## src/rtl/uart_pic_rx_if.sv

```systemverilog
// Receiver-side bundle: serial line in, accepted byte stream and picture counters out.
// The master modport is the receiver; the slave modport is whoever drives rx and consumes bytes.
interface uart_pic_rx_if;
  logic        rx;
  logic [7:0]  po_data;
  logic        po_flag;
  logic        rx_err;
  logic [14:0] pix_cnt;
  logic        pic_done;
  logic [1:0]  dbg_state;

  // po_flag is a valid-only strobe (no ready): po_data is valid in exactly the
  // cycle po_flag is high and the consumer must take it then; it stays held afterwards.
  modport master (
    input  rx,
    output po_data, po_flag, rx_err, pix_cnt, pic_done, dbg_state
  );

  modport slave (
    output rx,
    input  po_data, po_flag, rx_err, pix_cnt, pic_done, dbg_state
  );
endinterface

```

## src/rtl/uart_pic_rx.sv

```systemverilog
// UART 8N1 receiver feeding the picture RAM writer: mid-bit sampling, false-start
// rejection, framing-error strobe and a per-picture byte counter with end-of-picture pulse.
module uart_pic_rx #(
  parameter int CLK_FREQ = 50_000_000,
  parameter int BAUD     = 9600,
  parameter int PIC_SIZE = 29584
) (
  input  logic          sys_clk,
  input  logic          sys_rst_n,
  uart_pic_rx_if.master bus
);
  localparam int BIT_CNT_MAX = CLK_FREQ / BAUD;
  localparam int CNT_W       = (BIT_CNT_MAX > 2) ? $clog2(BIT_CNT_MAX) : 1;
  localparam logic [CNT_W-1:0] CNT_MID  = CNT_W'(BIT_CNT_MAX / 2 - 1);
  localparam logic [CNT_W-1:0] CNT_LAST = CNT_W'(BIT_CNT_MAX - 1);
  localparam logic [14:0]      PIX_LAST = 15'(PIC_SIZE - 1);

  typedef enum logic [1:0] {S_IDLE = 2'd0, S_START = 2'd1, S_DATA = 2'd2, S_STOP = 2'd3} state_t;

  state_t           state_q, state_d;
  logic             rx_s1_q, rx_s2_q, rx_s3_q;
  logic             rx_s1_d, rx_s2_d, rx_s3_d;
  logic [CNT_W-1:0] baud_cnt_q, baud_cnt_d;
  logic [2:0]       bit_idx_q, bit_idx_d;
  logic [7:0]       shreg_q, shreg_d;
  logic [7:0]       po_data_q, po_data_d;
  logic             po_flag_q, po_flag_d;
  logic             rx_err_q, rx_err_d;
  logic [14:0]      pix_cnt_q, pix_cnt_d;
  logic             pic_done_q, pic_done_d;

  logic start_edge, mid_pt, bit_wrap, stop_mid;

  assign start_edge = rx_s3_q & ~rx_s2_q;
  assign mid_pt     = (baud_cnt_q == CNT_MID);
  assign bit_wrap   = (baud_cnt_q == CNT_LAST);
  assign stop_mid   = (state_q == S_STOP) && mid_pt;

  always_ff @(posedge sys_clk or negedge sys_rst_n) begin
    if (!sys_rst_n) begin
      state_q    <= S_IDLE;
      rx_s1_q    <= 1'b1;
      rx_s2_q    <= 1'b1;
      rx_s3_q    <= 1'b1;
      baud_cnt_q <= '0;
      bit_idx_q  <= '0;
      shreg_q    <= '0;
      po_data_q  <= '0;
      po_flag_q  <= 1'b0;
      rx_err_q   <= 1'b0;
      pix_cnt_q  <= '0;
      pic_done_q <= 1'b0;
    end else begin
      state_q    <= state_d;
      rx_s1_q    <= rx_s1_d;
      rx_s2_q    <= rx_s2_d;
      rx_s3_q    <= rx_s3_d;
      baud_cnt_q <= baud_cnt_d;
      bit_idx_q  <= bit_idx_d;
      shreg_q    <= shreg_d;
      po_data_q  <= po_data_d;
      po_flag_q  <= po_flag_d;
      rx_err_q   <= rx_err_d;
      pix_cnt_q  <= pix_cnt_d;
      pic_done_q <= pic_done_d;
    end
  end

  // Leaving STOP at its mid-bit gives half a bit of margin to catch the next start edge.
  always_comb begin
    state_d = state_q;
    case (state_q)
      S_IDLE:  if (start_edge) state_d = S_START;
      S_START: begin
        if (mid_pt && rx_s2_q) state_d = S_IDLE;
        else if (bit_wrap)     state_d = S_DATA;
      end
      S_DATA:  if (bit_wrap && (bit_idx_q == 3'd7)) state_d = S_STOP;
      S_STOP:  if (mid_pt) state_d = S_IDLE;
      default: state_d = S_IDLE;
    endcase
  end

  always_comb begin
    rx_s1_d    = bus.rx;
    rx_s2_d    = rx_s1_q;
    rx_s3_d    = rx_s2_q;
    baud_cnt_d = baud_cnt_q;
    bit_idx_d  = bit_idx_q;
    shreg_d    = shreg_q;
    po_data_d  = po_data_q;
    pix_cnt_d  = pix_cnt_q;
    pic_done_d = 1'b0;

    // Holding the counter at zero in IDLE is what clears it on entry to START.
    if (state_q == S_IDLE || bit_wrap) baud_cnt_d = '0;
    else                               baud_cnt_d = baud_cnt_q + CNT_W'(1);

    if (state_q == S_START) bit_idx_d = '0;
    if (state_q == S_DATA) begin
      if (mid_pt)   shreg_d[bit_idx_q] = rx_s2_q;
      if (bit_wrap) bit_idx_d = bit_idx_q + 3'd1;
    end

    po_flag_d = stop_mid & rx_s2_q;
    rx_err_d  = stop_mid & ~rx_s2_q;

    if (po_flag_d) begin
      po_data_d  = shreg_q;
      pic_done_d = (pix_cnt_q == PIX_LAST);
      pix_cnt_d  = (pix_cnt_q == PIX_LAST) ? 15'd0 : pix_cnt_q + 15'd1;
    end
  end

  assign bus.po_data   = po_data_q;
  assign bus.po_flag   = po_flag_q;
  assign bus.rx_err    = rx_err_q;
  assign bus.pix_cnt   = pix_cnt_q;
  assign bus.pic_done  = pic_done_q;
  assign bus.dbg_state = state_q;
endmodule
```

## src/flat_wrapper.sv

```systemverilog
// flat-port wrapper written by rule: the top's interface ports become plain ports
module uart_pic_rx_flat 
#(
  parameter int CLK_FREQ = 50_000_000,
  parameter int BAUD     = 9600,
  parameter int PIC_SIZE = 29584
)
  (sys_clk, sys_rst_n, bus_rx, bus_po_data, bus_po_flag, bus_rx_err, bus_pix_cnt, bus_pic_done, bus_dbg_state);
  uart_pic_rx_if bus_i ();
  input  logic sys_clk;
  input  logic sys_rst_n;
  input wire logic [$bits(bus_i.rx)-1:0] bus_rx;
  output wire logic [$bits(bus_i.po_data)-1:0] bus_po_data;
  output wire logic [$bits(bus_i.po_flag)-1:0] bus_po_flag;
  output wire logic [$bits(bus_i.rx_err)-1:0] bus_rx_err;
  output wire logic [$bits(bus_i.pix_cnt)-1:0] bus_pix_cnt;
  output wire logic [$bits(bus_i.pic_done)-1:0] bus_pic_done;
  output wire logic [$bits(bus_i.dbg_state)-1:0] bus_dbg_state;
  assign bus_i.rx = bus_rx;
  assign bus_po_data = bus_i.po_data;
  assign bus_po_flag = bus_i.po_flag;
  assign bus_rx_err = bus_i.rx_err;
  assign bus_pix_cnt = bus_i.pix_cnt;
  assign bus_pic_done = bus_i.pic_done;
  assign bus_dbg_state = bus_i.dbg_state;
  uart_pic_rx #(.CLK_FREQ(CLK_FREQ), .BAUD(BAUD), .PIC_SIZE(PIC_SIZE)) u_core (.sys_clk(sys_clk), .sys_rst_n(sys_rst_n), .bus(bus_i));
endmodule
```

## config.mk

```make
export PLATFORM = sky130hd
export DESIGN_NAME = uart_pic_rx_flat
export DESIGN_NICKNAME = d
export VERILOG_FILES = /design/src/rtl/uart_pic_rx_if.sv /design/src/rtl/uart_pic_rx.sv /design/src/flat_wrapper.sv
export SDC_FILE = /design/constraint.sdc
export NUM_CORES = 1
export LEC_CHECK = 0
export ABC_AREA = 1
export BUFFER_PORTS_ARGS = -buffer_cell sky130_fd_sc_hd__clkbuf_2
export CAP_MARGIN = 20
export CORE_AREA = 5 5 98 100
export DETAILED_ROUTE_END_ITERATION = 10
export DIE_AREA = 0 0 103 105
export SLEW_MARGIN = 5
export SYNTH_ARGS = -nofsm -noshare
export SYNTH_HDL_FRONTEND = slang
export SYNTH_SLANG_ARGS = --single-unit
```

## constraint.sdc

```tcl
create_clock -name sys_clk -period 1.8 [get_ports sys_clk]
set_input_delay 0.27 -clock sys_clk [delete_from_list [all_inputs] [get_ports sys_clk]]
set_output_delay 0.27 -clock sys_clk [all_outputs]
set_load 0.005 [all_outputs]
```

==> metrics, run 1 <==
total wire length slightly above 6000 µm; Hold Path Class input pin to flip-flop; synthesized net count approximately 360; Die Wd 103 µm; Setup crit start u_core.bus.pix_cnt[1]$_DFFE_PN0P_; RSZ-0062 raised after global routing no; slowest CP cell dfrtp_1; # DRC 0; crit path launch type flip-flop; clk sinks 55; cell area after synthesis 0.00286 mm²; worst-margin pin slew 503 ps; Peak Freq approximately 610 MHz; GRT Total Usage 11.9%; die area roughly 0.011 mm²; initial antenna violation count 0; Longest Clk Path Bufs 2; initial core utilization between 30 and 40%; placed cell area between 0.003 and 0.004 mm²; clk slew on worst S/H paths between 100 and 150 ps; period utilization between 90% and 100%; Top delay family on crit path simple AND/OR/NAND/NOR gates; endpoints failing hold 0; post-DR wirelength/cell about 12 µm; syn_area_per_cell slightly above 8 µm²; Final #Nets ~400; CP cell instances ha_1, nand3_1, inv_2, nand3_1, nor3_1, nand2_2, nand2_1, nor2_2; status complete, no violations; worst-path fanout max 4; Bufs and invs on worst path 1; most used cell, CP nand3_1; DR vias/cell about 4.8; Syn-to-layout area delta 15.1%; routed vias between 2000 and 2500; commonest non-fill, non-tap cells in the layout nand2_1, dfrtp_1, nor2_1, inv_1, nand3_1; largest net degree at the start of global routing 56; critical path arrival roughly 1800 ps; max_cap viols 0; Die Ht between 100 and 150 µm; Layout Cells excl Fill 505; CTS tree built; Final min period ~1600 ps; worst-skew pair later-pin latency ~310 ps; num rows 34; GPL Wtd Cong between 0.8 and 0.9; Crit Path Class flip-flop to flip-flop; Mapped Cells roughly 360; layout cells sized above 1 between 15 and 20%; CTS Buf Count 5; CTS H-tree lvls 2; register bit total from synthesis 55; VDD IR max 0.433 mV; # setup viols final 0; core area 0.00859 mm²; Inst Count DP between 400 and 500; Overflow after GRT 0; FF-to-FF Start u_core.bus.pix_cnt[1]$_DFFE_PN0P_; commonest non-fill, non-tap cell in the layout nand2_1; Critical Path End Type flip-flop; fillers slightly below 900; Detailed Place HPWL approximately 4500 µm; # IOs 31; PwrDens roughly 800 mW/mm²; # diodes 0; Setup TNS 0 ps; Syn. warnings 0; IO buf count 30; Final Slew Violations 0; Pre-antenna DRT Iters 4; Antenna Violating Nets Remaining 0; Detailed Route Iter0 Violations 110; P_leak about 1.7 nW; clock root buffer master clkbuf_8; sequential area share after synthesis between 40% and 50%; Slew Limit Headroom 66.2%; first-pass GRT wire length approximately 11000 µm; Yosys cell types 33; CP max stage delay between 400 and 500 ps; Final Instance Area ~0.0033 mm²; skew final approximately 14 ps; HP Start bus_rx; Worst Path Required ~2000 ps; fin util about two fifths; vias in the first global route between 2000 and 2500
## cells in the mapped netlist (all sizes together)
library cell / n / share of area [%]
a21oi: 10 / 1.9
a31oi: 1 / 0.22
and2: 1 / 0.22
buf: 4 / 1.5
dfrtp: 52 / 45
dfstp: 3 / 2.8
ha: 4 / 1.7
inv: 45 / 5.9
mux2: 2 / 0.79
nand2: 95 / 13
nand3: 35 / 6.6
nand4: 10 / 2.4
nor2: 51 / 8.3
nor3: 13 / 2.7
nor3b: 2 / 0.70
o21ai: 20 / 3.5
or2: 1 / 0.22
xnor2: 1 / 0.57
xor2: 5 / 1.5
## metal layers
metal | GRT usage, % | vias to the layer above | part of all wire (%)
li1 | - | 1218 | -
met1 | 16.8 | 1110 | 47
met2 | 17.9 | 65 | 46
met3 | 2.13 | 8 | 5.3
met4 | 4.53 | 0 | 1.7
met5 | 0 | - | 0
## path summary, 6_finish.rpt
path,endpoint,slack [ps],depth (start not counted)
setup / recovery,u_core.bus.pix_cnt[8]$_DFFE_PN0P_,170,8
hold / removal,u_core.rx_s1_q$_DFF_PN1_,40,1
setup reg to reg,u_core.bus.pix_cnt[8]$_DFFE_PN0P_,170,8
hold reg to reg,u_core.rx_s2_q$_DFF_PN1_,370,0
max in group asynchronous,u_core.rx_s2_q$_DFF_PN1_,1020,3
min in group asynchronous,u_core.bus.pix_cnt[5]$_DFFE_PN0P_,480,3
## kinds of logic (layout without fill, tap and decap cells)
logic type	Yosys count	count (layout)	synth area share (%)
AND/OR/NAND/NOR	208	208	34.2
flip-flops	55	55	48.2
buffers and inverters	49	91	7.43
AO/OA/AOI/OAI	31	31	5.59
XOR/XNOR	6	6	2.10
adder cells (fa/ha/maj)	4	4	1.75
multiplexers	2	2	0.786
## state kept, by name (all words and copies together), names as in the netlist, named ones only
name / cells
u_core.rx_s2_q: 1
u_core.bus.po_data: 8
u_core.bit_idx_q: 3
u_core.baud_cnt_q: 13
u_core.rx_s1_q: 1
u_core.shreg_q: 8
u_core.bus.pix_cnt: 15
u_core.bus.dbg_state: 1
u_core.bus.pic_done: 1
u_core.bus.rx_err: 1
u_core.rx_s3_q: 1
u_core.bus.po_flag: 1
## metrics by stage
step | setup slack (ps) | total power [mW] | hold WS (ps)
after floorplan | 314 | 1.77 | -25.6
after global placement | 188 | 1.93 | 295
after detailed placement | 176 | 1.94 | 301
after CTS | 157 | 2.68 | 27.2
after global routing | 1.39 | 2.81 | 18.9
final | 171 | 2.63 | 36.0
## power by group
| group | total (mW) | internal, mW | leakage, nW | switching (mW) |
|---|---|---|---|---|
| clock | 0.718 | 0.287 | 0.0463 | 0.432 |
| sequential | 1.38 | 1.31 | 0.749 | 0.0694 |
| combinational | 0.537 | 0.186 | 0.860 | 0.350 |
| total | 2.63 | 1.78 | 1.66 | 0.851 |
## cell type report
cell class,count,area (µm²),share of cell area [%]
multi-input cells,251,1270,38.6
repair buffers,38,241,7.33
well taps,108,135,4.10
clock inverters,3,27.5,0.835
flip-flops and latches,55,1380,41.9
inverters,45,169,5.13
clock buffers,5,68.8,2.09
## timing repair
| item | in CTS | in global routing |
|---|---|---|
| endpoints found under the setup margin | 0 | 2 |
| setup buffers | 0 | 0 |
| gates resized for setup | 0 | 2 |
| endpoints found under the hold margin | 52 | 0 |
| hold buffers | 1 | 0 |
## worst register-to-register path: stages, from the launching register on
cell	delay, ps
dfrtp_1	430
ha_1	200
nand3_1	170
inv_2	120
nand3_1	70
nor3_1	270
nand2_2	140
nand2_1	100
nor2_2	30
Note: power is estimated with default switching activity, not from simulation.
==> run 2: changes to the inputs <==
Clock period 1.8 ns to 2 ns, I/O delays scaled along.
==> metrics, run 2 (synthesis results as in run 1) <==
status complete, no violations; Post-Route M1 WL a little under 3000 µm; CTS H-tree lvls 2; Worst Path Required about 2200 ps; RSZ-0062 raised after global routing no; core area 0.00859 mm²; Antenna Violating Nets Remaining 0; endpoints failing hold 0; Crit Path Class flip-flop to flip-flop; Longest Clk Path Bufs 2; total wire length between 5000 and 6000 µm; PwrDens approximately 720 mW/mm²; DR WL met2 2600 µm; commonest non-fill, non-tap cells in the layout nand2_1, dfrtp_1, nor2_1, inv_1, nand3_1; clock root buffer master clkbuf_8; worst-margin pin slew 445 ps; Hold Path Sink u_core.rx_s1_q$_DFF_PN1_; skew final roughly 17 ps; max_cap viols 0; critical path arrival between 1500 and 2000 ps; # DRC 0; num rows 34; first-pass GRT wire length between 10000 and 15000 µm; highest metal used met4; Final min period around 1700 ps; period utilization between 80 and 90%; DR vias/cell between 4 and 5; Inst Count DP slightly below 500; initial core utilization about a third; Detailed Place HPWL 4410 µm; Final Instance Area approximately 0.0033 mm²; # setup viols final 0; # IOs 31; Hold Path Class input pin to flip-flop; clk slew on worst S/H paths 110 ps; layout cells sized above 1 18.8%; routed vias between 2000 and 2500; Peak Freq about 590 MHz; Setup TNS 0 ps; Hold Path Stages 1; worst hold slack 74.7 ps; Final Slew Violations 0; # diodes 0; GRT Total Usage 11.7%; vias in the first global route around 2300; cts hold-fix bufs 1; worst-path fanout max 7; Critical Path End Type flip-flop; GPL Wtd Cong approximately 0.88; largest net degree at the start of global routing 56; worst-skew pair later-pin latency 310 ps; reg2reg end u_core.bus.pix_cnt[3]$_DFFE_PN0P_; IO buf count 30; Final #Nets 400; Die Wd 103 µm; FF-to-FF Start u_core.baud_cnt_q[0]$_DFF_PN0_; placed cell area around 0.0032 mm²; Detailed Route Iter0 Violations around 120; Post-CTS Resized 0; die area 0.0108 mm²; Overflow after GRT 0; Syn-to-layout area delta 14.1%; VDD IR max 0.301 mV; P_leak about 1.6 nW; R2R setup slack about 300 ps; Post-CTS Repair Setup Buffers 0; CTS Buf Count 5; Pre-antenna DRT Iters 4; Reg2Reg Depth 8; clk sinks 55; routed wl met3 between 300 and 400 µm; post-DR wirelength/cell 11.7 µm; commonest non-fill, non-tap cell in the layout nand2_1; initial antenna violation count 0; CTS tree built; Die Ht 105 µm; max FFs per register 15; crit path launch type flip-flop; Slew Limit Headroom 70.1%; HP Start bus_rx; Layout Cells excl Fill about 500
run 2: cell count changes in the layout (fill, tap and decap cells not counted), sizes merged:
| cell | change |
|---|---|
| buf | -3 |
run 2: critical path: stages (launching register included):
cell and delay [ps]:
dfrtp_1 390, ha_1 190, nand2_1 110, nor2_4 160
nand3_4 120, nor3_4 270, buf_4 210, nand4_1 80
o21ai_0 90
run 2: report_power, final:
group | switching [mW] | total, mW | internal [mW]
clock | 0.397 | 0.656 | 0.258
sequential | 0.0572 | 1.23 | 1.18
combinational | 0.310 | 0.476 | 0.166
run 2: worst max path at each step:
stage / start / endpoint / slack [ps] / cells after the start
2_1_floorplan: u_core.baud_cnt_q[0]$_DFF_PN0_ / u_core.bus.pix_cnt[8]$_DFFE_PN0P_ / 510 / 9
3_5_place_dp: u_core.baud_cnt_q[0]$_DFF_PN0_ / u_core.bus.pix_cnt[4]$_DFFE_PN0P_ / 300 / 8
5_1_grt: u_core.baud_cnt_q[0]$_DFF_PN0_ / u_core.baud_cnt_q[10]$_DFF_PN0_ / 90 / 10
4_1_cts: u_core.baud_cnt_q[0]$_DFF_PN0_ / u_core.bus.pix_cnt[4]$_DFFE_PN0P_ / 280 / 8
3_3_place_gp: u_core.baud_cnt_q[0]$_DFF_PN0_ / u_core.bus.pix_cnt[7]$_DFFE_PN0P_ / 310 / 8
6_report: u_core.baud_cnt_q[0]$_DFF_PN0_ / u_core.bus.pix_cnt[3]$_DFFE_PN0P_ / 300 / 8
run 2: final cells by class:
class / instances / area (µm²)
clock buffer: 5 / 68.8
clock inverter: 3 / 27.5
fill: 895 / 5330
inverter: 45 / 169
multi-input combinational: 251 / 1270
sequential: 55 / 1380
tap: 108 / 135
timing repair buffer: 35 / 215
run 2: metal layers:
metal,vias to the layer above,track usage (%)
li1,1216,-
met1,1116,16.0
met2,47,18.8
met3,4,2.33
met4,0,3.24
met5,-,0
run 2: per-stage QoR:
stage	setup slack, ps	util [%]	total power [mW]
after global placement	309	36.8	1.73
after global routing	88.0	38.0	2.52
after CTS	276	38.0	2.41
after detailed placement	301	36.8	1.74
after floorplan	514	-	1.60
final	297	38.0	2.37
==> run 3: changes to the inputs <==
Settings changed: CORE_AREA 5 5 98 100 to 5 5 74 76, DIE_AREA 0 0 103 105 to 0 0 79 81, PLACE_DENSITY from default to 0.82.
==> metrics, run 3 (synthesis results as in run 1) <==
Final Slew Violations 0; initial antenna violation count 0; num rows 25; clk sinks 55; vias in the first global route around 2200; layout cells sized above 1 18.8%; # diodes 0; Post-CTS Repair Setup Buffers 0; GRT Total Usage approximately 19%; Pre-antenna DRT Iters 4; # DRC 0; first-pass GRT wire length slightly below 10000 µm; Final #Nets 400; commonest non-fill, non-tap cells in the layout nand2_1, dfrtp_1, nor2_1, inv_1, nand3_1; status complete, no violations; endpoints failing hold 0; Longest Clk Path Bufs 2; PwrDens between 700 and 800 mW/mm²; clk slew on worst S/H paths roughly 100 ps; CTS Buf Count 5; Worst Path Required between 2000 and 2500 ps; CTS H-tree lvls 2; max FFs per register 15; reg2reg end u_core.bus.po_data[5]$_DFFE_PN0P_; Peak Freq roughly 570 MHz; critical path arrival 1960 ps; Critical Path End Type flip-flop; P_leak between 1.5 and 2 nW; worst-margin pin slew 482 ps; Final min period about 1800 ps; die area 0.00640 mm²; Hold Path Stages 1; Layout Cells excl Fill around 450; Die Ht 81 µm; RSZ-0062 raised after global routing no; Inst Count DP 439; FF-to-FF Start u_core.baud_cnt_q[0]$_DFF_PN0_; crit path launch type flip-flop; initial core utilization slightly above 60%; clock root buffer master clkbuf_8; commonest non-fill, non-tap cell in the layout nand2_1; worst-path fanout max 13; Syn-to-layout area delta 11.2%; Antenna Violating Nets Remaining 0; skew final 10.1 ps; # IOs 31; core area roughly 0.0047 mm²; routed vias 2412; CTS tree built; largest net degree at the start of global routing 56; GPL Wtd Cong around 0.9; DR vias/cell 5.38; # setup viols final 0; total wire length roughly 5600 µm; Slew Limit Headroom between 60% and 70%; VDD IR max about 0.37 mV; Detailed Place HPWL around 4300 µm; Hold Path Class input pin to flip-flop; IO buf count 30; Detailed Route Iter0 Violations 151; Setup TNS 0 ps; post-DR wirelength/cell between 10 and 15 µm; R2R setup slack 250 ps; Die Wd 79 µm; Overflow after GRT 0; period utilization just under 90%; Hold Path Sink u_core.rx_s1_q$_DFF_PN1_; max_cap viols 0; HP Start bus_rx; fin util around 68%; worst-skew pair later-pin latency 310 ps; Crit Path Class flip-flop to flip-flop; Reg2Reg Depth 8; worst hold slack approximately 55 ps
[run 3: changes by cell type in the layout (fill, tap and decap cells not counted)]
cell and delta:
buf_4 +1, clkinv_4 -1, inv_8 -1, buf_12 -1, inv_6 +2
[run 3: worst max-delay path by stage]
stage | from | to | slack (ps)
3_5_place_dp | u_core.baud_cnt_q[0]$_DFF_PN0_ | u_core.bus.po_data[5]$_DFFE_PN0P_ | 240
3_3_place_gp | u_core.baud_cnt_q[0]$_DFF_PN0_ | u_core.bus.po_data[2]$_DFFE_PN0P_ | 340
6_report | u_core.baud_cnt_q[0]$_DFF_PN0_ | u_core.bus.po_data[5]$_DFFE_PN0P_ | 250
4_1_cts | u_core.baud_cnt_q[0]$_DFF_PN0_ | u_core.bus.po_data[5]$_DFFE_PN0P_ | 230
5_1_grt | u_core.baud_cnt_q[0]$_DFF_PN0_ | u_core.bus.po_data[1]$_DFFE_PN0P_ | 90
2_1_floorplan | u_core.baud_cnt_q[0]$_DFF_PN0_ | u_core.bus.pix_cnt[8]$_DFFE_PN0P_ | 510
[run 3: report_power, final]
group	switching, mW	internal, mW
clock network	0.380	0.256
registers	0.0593	1.18
logic	0.315	0.166
total	0.755	1.60
[run 3: worst max-delay path, stage by stage, from the launching register on]
cell and delay, ps:
dfrtp_1 380, ha_1 200, nand2_1 110, nor2_4 160, nand4_2 150, nor2_4 350, inv_2 160, nand2_1 100
nand2_1 50
[run 3: repair_timing]
item,4_1_cts,5_1_grt
hold buffers,1,0
gates resized for setup,0,0
endpoints found under the hold margin,52,0
[run 3: per-layer routing]
| metal | track usage [%] | wire [µm] | vias up |
|---|---|---|---|
| met5 | 0 | 0 | - |
| met4 | 8.76 | 102 | 0 |
| met3 | 3.55 | 309 | 8 |
| met2 | 32.7 | 2670 | 63 |
| met1 | 24.6 | 2550 | 1129 |
| li1 | - | - | 1212 |
[run 3: cell type report]
cell class / count / area [µm²]
clock inverters: 3 / 25.0
repair buffers: 35 / 203
multi-input cells: 251 / 1270
clock buffers: 5 / 68.8
inverters: 45 / 169
fillers: 391 / 1480
well taps: 54 / 67.6
flip-flops and latches: 55 / 1380
[run 3: per-stage QoR]
step,setup slack [ps],instance area [µm²],power [mW]
after floorplan,514,2860,1.60
after global placement,339,3080,1.72
after detailed placement,240,3080,1.73
after CTS,233,3180,2.38
after global routing,88.2,3180,2.51
final,248,3180,2.35
